<file path="src/rtl/mux_cfg_loader_pkg.sv">
// Shared definitions for the console-mux configuration loader: command opcodes,
// loader FSM states and a small header-decoding helper.
package mux_cfg_loader_pkg;

  localparam logic [3:0] OP_NOP     = 4'h0;
  localparam logic [3:0] OP_SET_SEL = 4'h1;
  localparam logic [3:0] OP_SET_EN  = 4'h2;
  localparam logic [3:0] OP_COMMIT  = 4'h3;
  localparam logic [3:0] OP_CLR_ERR = 4'h4;

  typedef enum logic [1:0] {
    ST_IDLE,
    ST_WAIT_DATA,
    ST_APPLY
  } state_t;

  // Headers of these opcodes are followed by exactly one data byte.
  function automatic logic needs_data(input logic [3:0] op);
    return (op == OP_SET_SEL) || (op == OP_SET_EN);
  endfunction

endpackage

</file>
<file path="src/rtl/mux_cfg_loader_if.sv">
// Byte-stream command channel feeding the loader (UART RX or host link side).
interface mux_cfg_loader_if;
  logic [7:0] rx_data;
  logic       rx_valid;
  logic       rx_ready;

  modport master (output rx_data, output rx_valid, input rx_ready);
  modport slave  (input rx_data, input rx_valid, output rx_ready);
endinterface

</file>
<file path="src/rtl/mux_cfg_timeout.sv">
// Loadable down-counter bounding the wait between a header and its data byte.
// expired goes high once the loaded count has been fully consumed.
module mux_cfg_timeout #(
  parameter  int TIMEOUT_CYCLES = 1000,
  localparam int CNT_W          = $clog2(TIMEOUT_CYCLES)
) (
  input  logic clk,
  input  logic rst,
  input  logic load,
  input  logic en,
  output logic expired
);

  logic [CNT_W-1:0] count;

  always_ff @(posedge clk) begin
    if (rst) begin
      count <= '0;
    end else if (load) begin
      count <= CNT_W'(TIMEOUT_CYCLES - 1);
    end else if (en && (count != '0)) begin
      count <= count - 1'b1;
    end
  end

  assign expired = (count == '0);

endmodule

</file>
<file path="src/rtl/mux_cfg_loader.sv">
// Parses command bytes into shadow selector/enable registers and copies them
// atomically to the active mux controls on COMMIT, so partial configs never show.
module mux_cfg_loader
  import mux_cfg_loader_pkg::*;
#(
  parameter  int INPUT_COUNT    = 4,
  parameter  int OUTPUT_COUNT   = 4,
  parameter  int TIMEOUT_CYCLES = 1000,
  localparam int SEL_W          = $clog2(INPUT_COUNT)
) (
  input  logic                          clk,
  input  logic                          rst,
  mux_cfg_loader_if.slave               rx,
  output logic [OUTPUT_COUNT*SEL_W-1:0] selectors,
  output logic [OUTPUT_COUNT-1:0]       enabled_out,
  output logic                          cfg_error,
  output logic                          busy
);

  state_t state, state_nxt;

  logic [3:0] op_q, idx_q;
  logic [OUTPUT_COUNT-1:0][SEL_W-1:0] shadow_sel;
  logic [OUTPUT_COUNT-1:0]            shadow_en;

  logic accept, latch_hdr, sel_we, en_we, err_set, err_clr, commit;
  logic tmo_load, tmo_en, tmo_expired;
  logic [3:0] hdr_op;

  assign accept = rx.rx_valid && rx.rx_ready;
  assign hdr_op = rx.rx_data[7:4];

  mux_cfg_timeout #(.TIMEOUT_CYCLES(TIMEOUT_CYCLES)) u_timeout (
    .clk     (clk),
    .rst     (rst),
    .load    (tmo_load),
    .en      (tmo_en),
    .expired (tmo_expired)
  );

  always_ff @(posedge clk) begin
    if (rst) begin
      state <= ST_IDLE;
    end else begin
      state <= state_nxt;
    end
  end

  always_comb begin
    state_nxt   = state;
    rx.rx_ready = (state != ST_APPLY);
    busy        = (state != ST_IDLE);
    latch_hdr   = 1'b0;
    sel_we      = 1'b0;
    en_we       = 1'b0;
    err_set     = 1'b0;
    err_clr     = 1'b0;
    commit      = 1'b0;
    tmo_load    = 1'b0;
    tmo_en      = 1'b0;
    case (state)
      ST_IDLE: begin
        if (accept) begin
          if (needs_data(hdr_op)) begin
            state_nxt = ST_WAIT_DATA;
            latch_hdr = 1'b1;
            tmo_load  = 1'b1;
          end else if (hdr_op == OP_COMMIT) begin
            state_nxt = ST_APPLY;
          end else if (hdr_op == OP_CLR_ERR) begin
            err_clr = 1'b1;
          end else if (hdr_op != OP_NOP) begin
            err_set = 1'b1;
          end
        end
      end
      ST_WAIT_DATA: begin
        if (accept) begin
          state_nxt = ST_IDLE;
          if (op_q == OP_SET_EN) begin
            en_we = 1'b1;
          end else if ((32'(idx_q) < 32'(OUTPUT_COUNT)) &&
                       (32'(rx.rx_data) < 32'(INPUT_COUNT))) begin
            sel_we = 1'b1;
          end else begin
            err_set = 1'b1;
          end
        end else if (tmo_expired) begin
          // Abandon the half-received command; the next byte is a fresh header.
          state_nxt = ST_IDLE;
          err_set   = 1'b1;
        end else begin
          tmo_en = 1'b1;
        end
      end
      ST_APPLY: begin
        commit    = 1'b1;
        state_nxt = ST_IDLE;
      end
      default: state_nxt = ST_IDLE;
    endcase
  end

  always_ff @(posedge clk) begin
    if (rst) begin
      op_q        <= OP_NOP;
      idx_q       <= '0;
      shadow_sel  <= '0;
      shadow_en   <= '0;
      selectors   <= '0;
      enabled_out <= '0;
      cfg_error   <= 1'b0;
    end else begin
      if (latch_hdr) begin
        op_q  <= hdr_op;
        idx_q <= rx.rx_data[3:0];
      end
      for (int k = 0; k < OUTPUT_COUNT; k++) begin
        if (sel_we && (32'(idx_q) == 32'(k))) begin
          shadow_sel[k] <= rx.rx_data[SEL_W-1:0];
        end
      end
      if (en_we) begin
        shadow_en <= rx.rx_data[OUTPUT_COUNT-1:0];
      end
      if (commit) begin
        selectors   <= shadow_sel;
        enabled_out <= shadow_en;
      end
      // A new error outranks a clear landing in the same cycle.
      if (err_set) begin
        cfg_error <= 1'b1;
      end else if (err_clr) begin
        cfg_error <= 1'b0;
      end
    end
  end

endmodule
</file>
<file path="src/flat_wrapper.sv">
// flat-port wrapper written by rule: the top's interface ports become plain ports
module mux_cfg_loader_flat import mux_cfg_loader_pkg::*;
#(
  parameter  int INPUT_COUNT    = 4,
  parameter  int OUTPUT_COUNT   = 4,
  parameter  int TIMEOUT_CYCLES = 1000,
  localparam int SEL_W          = $clog2(INPUT_COUNT)
)
  (clk, rst, selectors, enabled_out, cfg_error, busy, rx_rx_data, rx_rx_valid, rx_rx_ready);
  mux_cfg_loader_if rx_i ();
  input  logic clk;
  input  logic rst;
  output logic [OUTPUT_COUNT*SEL_W-1:0] selectors;
  output logic [OUTPUT_COUNT-1:0] enabled_out;
  output logic cfg_error;
  output logic busy;
  input wire logic [$bits(rx_i.rx_data)-1:0] rx_rx_data;
  input wire logic [$bits(rx_i.rx_valid)-1:0] rx_rx_valid;
  output wire logic [$bits(rx_i.rx_ready)-1:0] rx_rx_ready;
  assign rx_i.rx_data = rx_rx_data;
  assign rx_i.rx_valid = rx_rx_valid;
  assign rx_rx_ready = rx_i.rx_ready;
  mux_cfg_loader #(.INPUT_COUNT(INPUT_COUNT), .OUTPUT_COUNT(OUTPUT_COUNT), .TIMEOUT_CYCLES(TIMEOUT_CYCLES)) u_core (.clk(clk), .rst(rst), .rx(rx_i), .selectors(selectors), .enabled_out(enabled_out), .cfg_error(cfg_error), .busy(busy));
endmodule
</file>
<file path="config.mk">
export PLATFORM = sky130hd
export DESIGN_NAME = mux_cfg_loader_flat
export DESIGN_NICKNAME = d
export VERILOG_FILES = /design/src/rtl/mux_cfg_loader_pkg.sv /design/src/rtl/mux_cfg_loader_if.sv /design/src/rtl/mux_cfg_timeout.sv /design/src/rtl/mux_cfg_loader.sv /design/src/flat_wrapper.sv
export SDC_FILE = /design/constraint.sdc
export NUM_CORES = 1
export LEC_CHECK = 0
export CAP_MARGIN = 20
export CORE_MARGIN = 2
export CORE_UTILIZATION = 58
export DETAILED_ROUTE_END_ITERATION = 8
export GPL_TIMING_DRIVEN = 0
export PLACE_DENSITY_LB_ADDON = 0.08
export SLEW_MARGIN = 20
export SYNTH_ARGS = -nofsm -noshare
export SYNTH_HDL_FRONTEND = slang
export SYNTH_SLANG_ARGS = --single-unit
</file>
<file path="constraint.sdc">
create_clock -name clk -period 3.21 [get_ports clk]
set_input_delay 0.321 -clock clk [delete_from_list [all_inputs] [get_ports clk]]
set_output_delay 0.321 -clock clk [all_outputs]
set_load 0.1 [all_outputs]
</file>
# == After elaboration in Yosys (flattened, before gate mapping) ==
# Index checks and enable logic that the tools add are counted.
# Widths: inputs -> output; s select.
# op_classes
add_sub_neg,1
magnitude_cmp,2
n_eq_ne,14
mux,39
n_reduce_logical,18
# op_table
op,n
$mux 1,30
$eq 4x2->1 const B,5
$mux 10,2
$logic_not 10->1,1
$mux 2,5
$reduce_bool 10->1,1
$sub 10x1->10 const B,1
$eq 4x1->1 const B,2
$lt 8x3->1 const B,1
$logic_and 1x1->1,7
$ne 3x1->1 const B,2
$reduce_bool 2->1,3
$eq 4x3->1 const B,1
$logic_not 4->1,1
$lt 4x3->1 const B,1
$pmux 2 s2,1
$reduce_bool 4->1,1
$reduce_and 3->1,1
$eq 2x1->1 const B,1
$eq 2x2->1 const B,1
$logic_not 2->1,1
$ne 2x1->1 const B,1
$ne 2x2->1 const B,1
$pmux 1 s2,1
2 further kinds,2
# totals
ff_bits,45
inputBits,11
out_inout_bits,15
elab_cells,87

# == Logic depth before layout (Yosys ltp) ==
# logic_depth
depth_word,8
depth_mapped,7
ltp_nobuf,6

# == By module ==
# A second synthesis with hierarchy kept.
# hier_totals
cells_unflattened,216
area_unflattened_um2,1935.6
# by_module_without_submodules
module,instances,cells_each,area_per_inst_um2,seq_area_each_um2
mux_cfg_loader,1,153,1380.1,700.7
mux_cfg_timeout,1,63,555.5,200.2

# == Worst setup path after synthesis ==
# OpenSTA, ideal clock, no wires.
# synth_timing
kind,flip-flop to flip-flop
start,register u_core.state[1]
end,register u_core.enabled_out[0]
setup_time_ns,0.071
arrival_time_ns,1.936
required_time_ns,3.139
slack_ns,1.203
stages_incl_launch_ff,6
n_path_buf,1
period_less_slack_ns,2.007
path_cell_list,dfxtp_1 nor2b_1 inv_1 buf_1 nand2_1 a21oi_1
# synth_via
elab_chain_len,2
# synth_lines
element,line,text
"start, declared",mux_cfg_loader.sv:20,"state_t state, state_nxt;"
"start signal, assigned",mux_cfg_loader.sv:45,state <= state_nxt;
$eq 2x2->1,mux_cfg_loader.sv:61,case (state)
$mux 1,mux_cfg_loader.sv:61,
"end signal, assigned",mux_cfg_loader.sv:128,enabled_out <= shadow_en;
"end, declared",mux_cfg_loader.sv:15,"output logic [OUTPUT_COUNT-1:0] enabled_out,"
# No other way between the ends.
# A chain may end at the register's enable or synchronous reset.

# == Worst setup path in the final report ==
# layout_timing
start,register u_core.state[1]
end,output port rx_rx_ready
# layout_via
elab_chain_len,1
# layout_lines
element,line,text
$ne 2x2->1,mux_cfg_loader.sv:51,rx.rx_ready = (state != ST_APPLY);
"end, declared",flat_wrapper.sv:19,output wire logic [$bits(rx_i.rx_ready)-1:0] rx_rx_ready;
# No other way between the ends.

==> impl_metrics.toml <==
[run_status]
status = "finished, final reports clean"

[placement]
pre_cts_ws_ns = 0.485
place_congestion = 0.802
dp.cells = 301
io_buffers = 24
dpl.hpwl_mm = 3.10

[cts]
cts_tree = "done"
cts_num_sinks = 45
post-cts-setup-buffers = 0
root_buffer = "clkbuf_4"
clk-insertion-delay-late_ns = 0.36
clk_pin_slew_ns = 0.13
cts.path.max_buffers = 2
cts_made_buffers = 5
cts_max_level = 2

[global_routing]
grt_pass1_vias = 1534
grt_max_degree = 15
grt_overflow = 0
antenna_found_initial = 0
grt_first_pass_wirelength_mm = 6.90
grt_use_total = 0.249

[worst_setup_path]
worstRegToRegCells = 7
cp.arrival_ns = 2.38
required_ns = 2.89
start_kind = "flop"
crit_type = "reg2out"
cp_max_fo = 10
endpoint_kind = "primary output"

[layout]
nFillCells = 275
area.sequential_um2 = 901
final_cells = 309
drive_gt1_frac = 0.0646
nets = 274
antenna-diode-count = 0
final_common_cell = "dfxtp_1"
multi_input_area_um2 = 980
synthToLayoutAreaGrowth_pct = 19.9
final_cell_mix = "45 x dfxtp_1, 39 x nand2_1, 30 x a21oi_1"

[timing]
rsz0062_at_grt = "false"
max_freq_ghz = 0.371
period_minus_slack_ns = 2.70
drv_slew = 0
finalWorstSetupSlack_ns = 0.514
skew_ns = 0.0133
worst_slew_pin_slew_ns = 0.969
finalHoldViolations = 0
slew_headroom = 0.352
fin_setup_tns_ns = 0
period_share = 0.840
hold_ws_ns = 0.343
finalSetupViolations = 0

[power_and_ir_drop]
leakage_nw = 0.769
powerDensity_nw_per_um2 = 456
total_power_mw = 1.07
ir_drop_mv = 0.369

[logic_synthesis]
mappedNetlistArea_um2 = 1960
synth_cell_types = 42
ys_ff_latch = 45
syn_inst = 231
synth_area_per_cell_um2 = 8.47
ys_warn_count = 0
synth_nets = 243
yosysSeqAreaShare = 0.461

[floorplanning]
core_area_um2 = 3280
chipHeight_um = 62.1
io_pins = 26
die_x_um = 62.1
start_util = 0.595
fp.dieArea_um2 = 3850
rows = 21

[drt]
wl_mm = 4.34
drtPass1Iterations = 4
drc = 0
drt_iter0_markers = 77
vias = 1779
wl_per_cell_um = 14.0
drtAntennaViolNets = 0
avgViaCountPerCell = 5.76

[hold_path]
holdPathStages = 2
hold_path_class = "in2reg"

[run]
cap_violations = 0
-- final timing paths --
kind                                                 from                   endpoint  slack [ns]
worst max-delay path                      u_core.state[1]                rx_rx_ready        0.51
worst min-delay path                                  rst  u_core.u_timeout.count[6]        0.34
worst max register to register  u_core.u_timeout.count[1]  u_core.u_timeout.count[6]        1.17
worst min register to register       u_core.shadow_sel[3]        u_core.selectors[3]        0.46
-- report_power, final --
part	total (mW)	switching, mW	leakage, nW	internal, mW
Clock	0.367	0.182	0.0445	0.185
Combinational	0.124	0.0796	0.361	0.0442
Sequential	0.579	0.0110	0.364	0.568
-- Yosys cell counts (all sizes together) --
library cell / count / area (um^2)
nand2b: 2 / 12.5
nand3: 2 / 10.0
mux2i: 5 / 50.1
nand3b: 1 / 7.51
dfxtp: 45 / 901
nor4bb: 1 / 10.0
a31oi: 4 / 25.0
o31ai: 1 / 21.3
or3b: 1 / 8.76
a211oi: 3 / 22.5
o21ai: 11 / 55.1
nand4: 10 / 62.6
nor4: 3 / 18.8
nor2: 11 / 41.3
or4b: 2 / 20.0
o311ai: 3 / 33.8
o31a: 1 / 8.76
buf: 4 / 18.8
o41ai: 3 / 26.3
a311oi: 2 / 17.5
a221oi: 2 / 17.5
or3: 4 / 25.0
nor3: 7 / 35.0
xor2: 3 / 26.3
and3: 1 / 6.26
or2: 2 / 12.5
nand2: 39 / 146
ha: 1 / 12.5
clkbuf: 10 / 37.5
nor2b: 3 / 18.8
o21a: 1 / 7.51
and2: 2 / 12.5
and4b: 2 / 20.0
nand4b: 2 / 17.5
a21oi: 30 / 150
inv: 5 / 18.8
o21bai: 1 / 7.51
nor3b: 1 / 12.5
-- worst max-delay path: stages, from the launching register on --
cell,delay [ns]
dfxtp_1,0.41
nor2b_1,0.20
inv_1,0.22
buf_1,0.38
dlymetal6s2s_1,0.81
-- what timing repair did --
action,CTS,global route
hold buffers,0,0
resized for setup,0,1
endpoints found under the setup margin,0,1
-- metrics by stage --
stage          instance area (um^2)   util
2_1_floorplan                  1960      -
3_3_place_gp                   2250  0.686
3_5_place_dp                   2250  0.686
4_1_cts                        2340  0.713
5_1_grt                        2340  0.714
6_report                       2340  0.714
-- flip-flops by register name, indices dropped and copies added, names as in the netlist --
name and cells:
u_core.u_timeout.count 10, u_core.state 2, u_core.selectors 8, u_core.shadow_en 4
u_core.cfg_error 1, u_core.op_q 4, u_core.enabled_out 4, u_core.idx_q 4
u_core.shadow_sel 8
-- layer usage --
layer / global-route usage / part of all wire / up-vias
met2: 0.435 / 0.51 / 52
li1: - / - / 902
met4: 0.116 / 0.018 / 0
met5: 0 / 0 / -
met3: 0.0497 / 0.046 / 9
met1: 0.291 / 0.43 / 816
-- layout make-up --
cell class,count,share of cell area
Buffer,14,0.0240
Clock buffer,6,0.0219
Clock inverter,2,0.0160
Inverter,5,0.00800
Multi-Input combinational cell,167,0.418
Sequential cell,45,0.384
Tap cell,46,0.0245
Timing Repair Buffer,24,0.104
-- kinds of logic after synthesis --
family | Yosys count | synth area share
simple gates | 96 | 0.255
compound gates | 62 | 0.201
flops | 45 | 0.461
buf+inv | 19 | 0.0384
mux | 5 | 0.0256
xor+xnor | 3 | 0.0134
fa+ha+maj | 1 | 0.00640
Power figures use the tool's default switching activity.
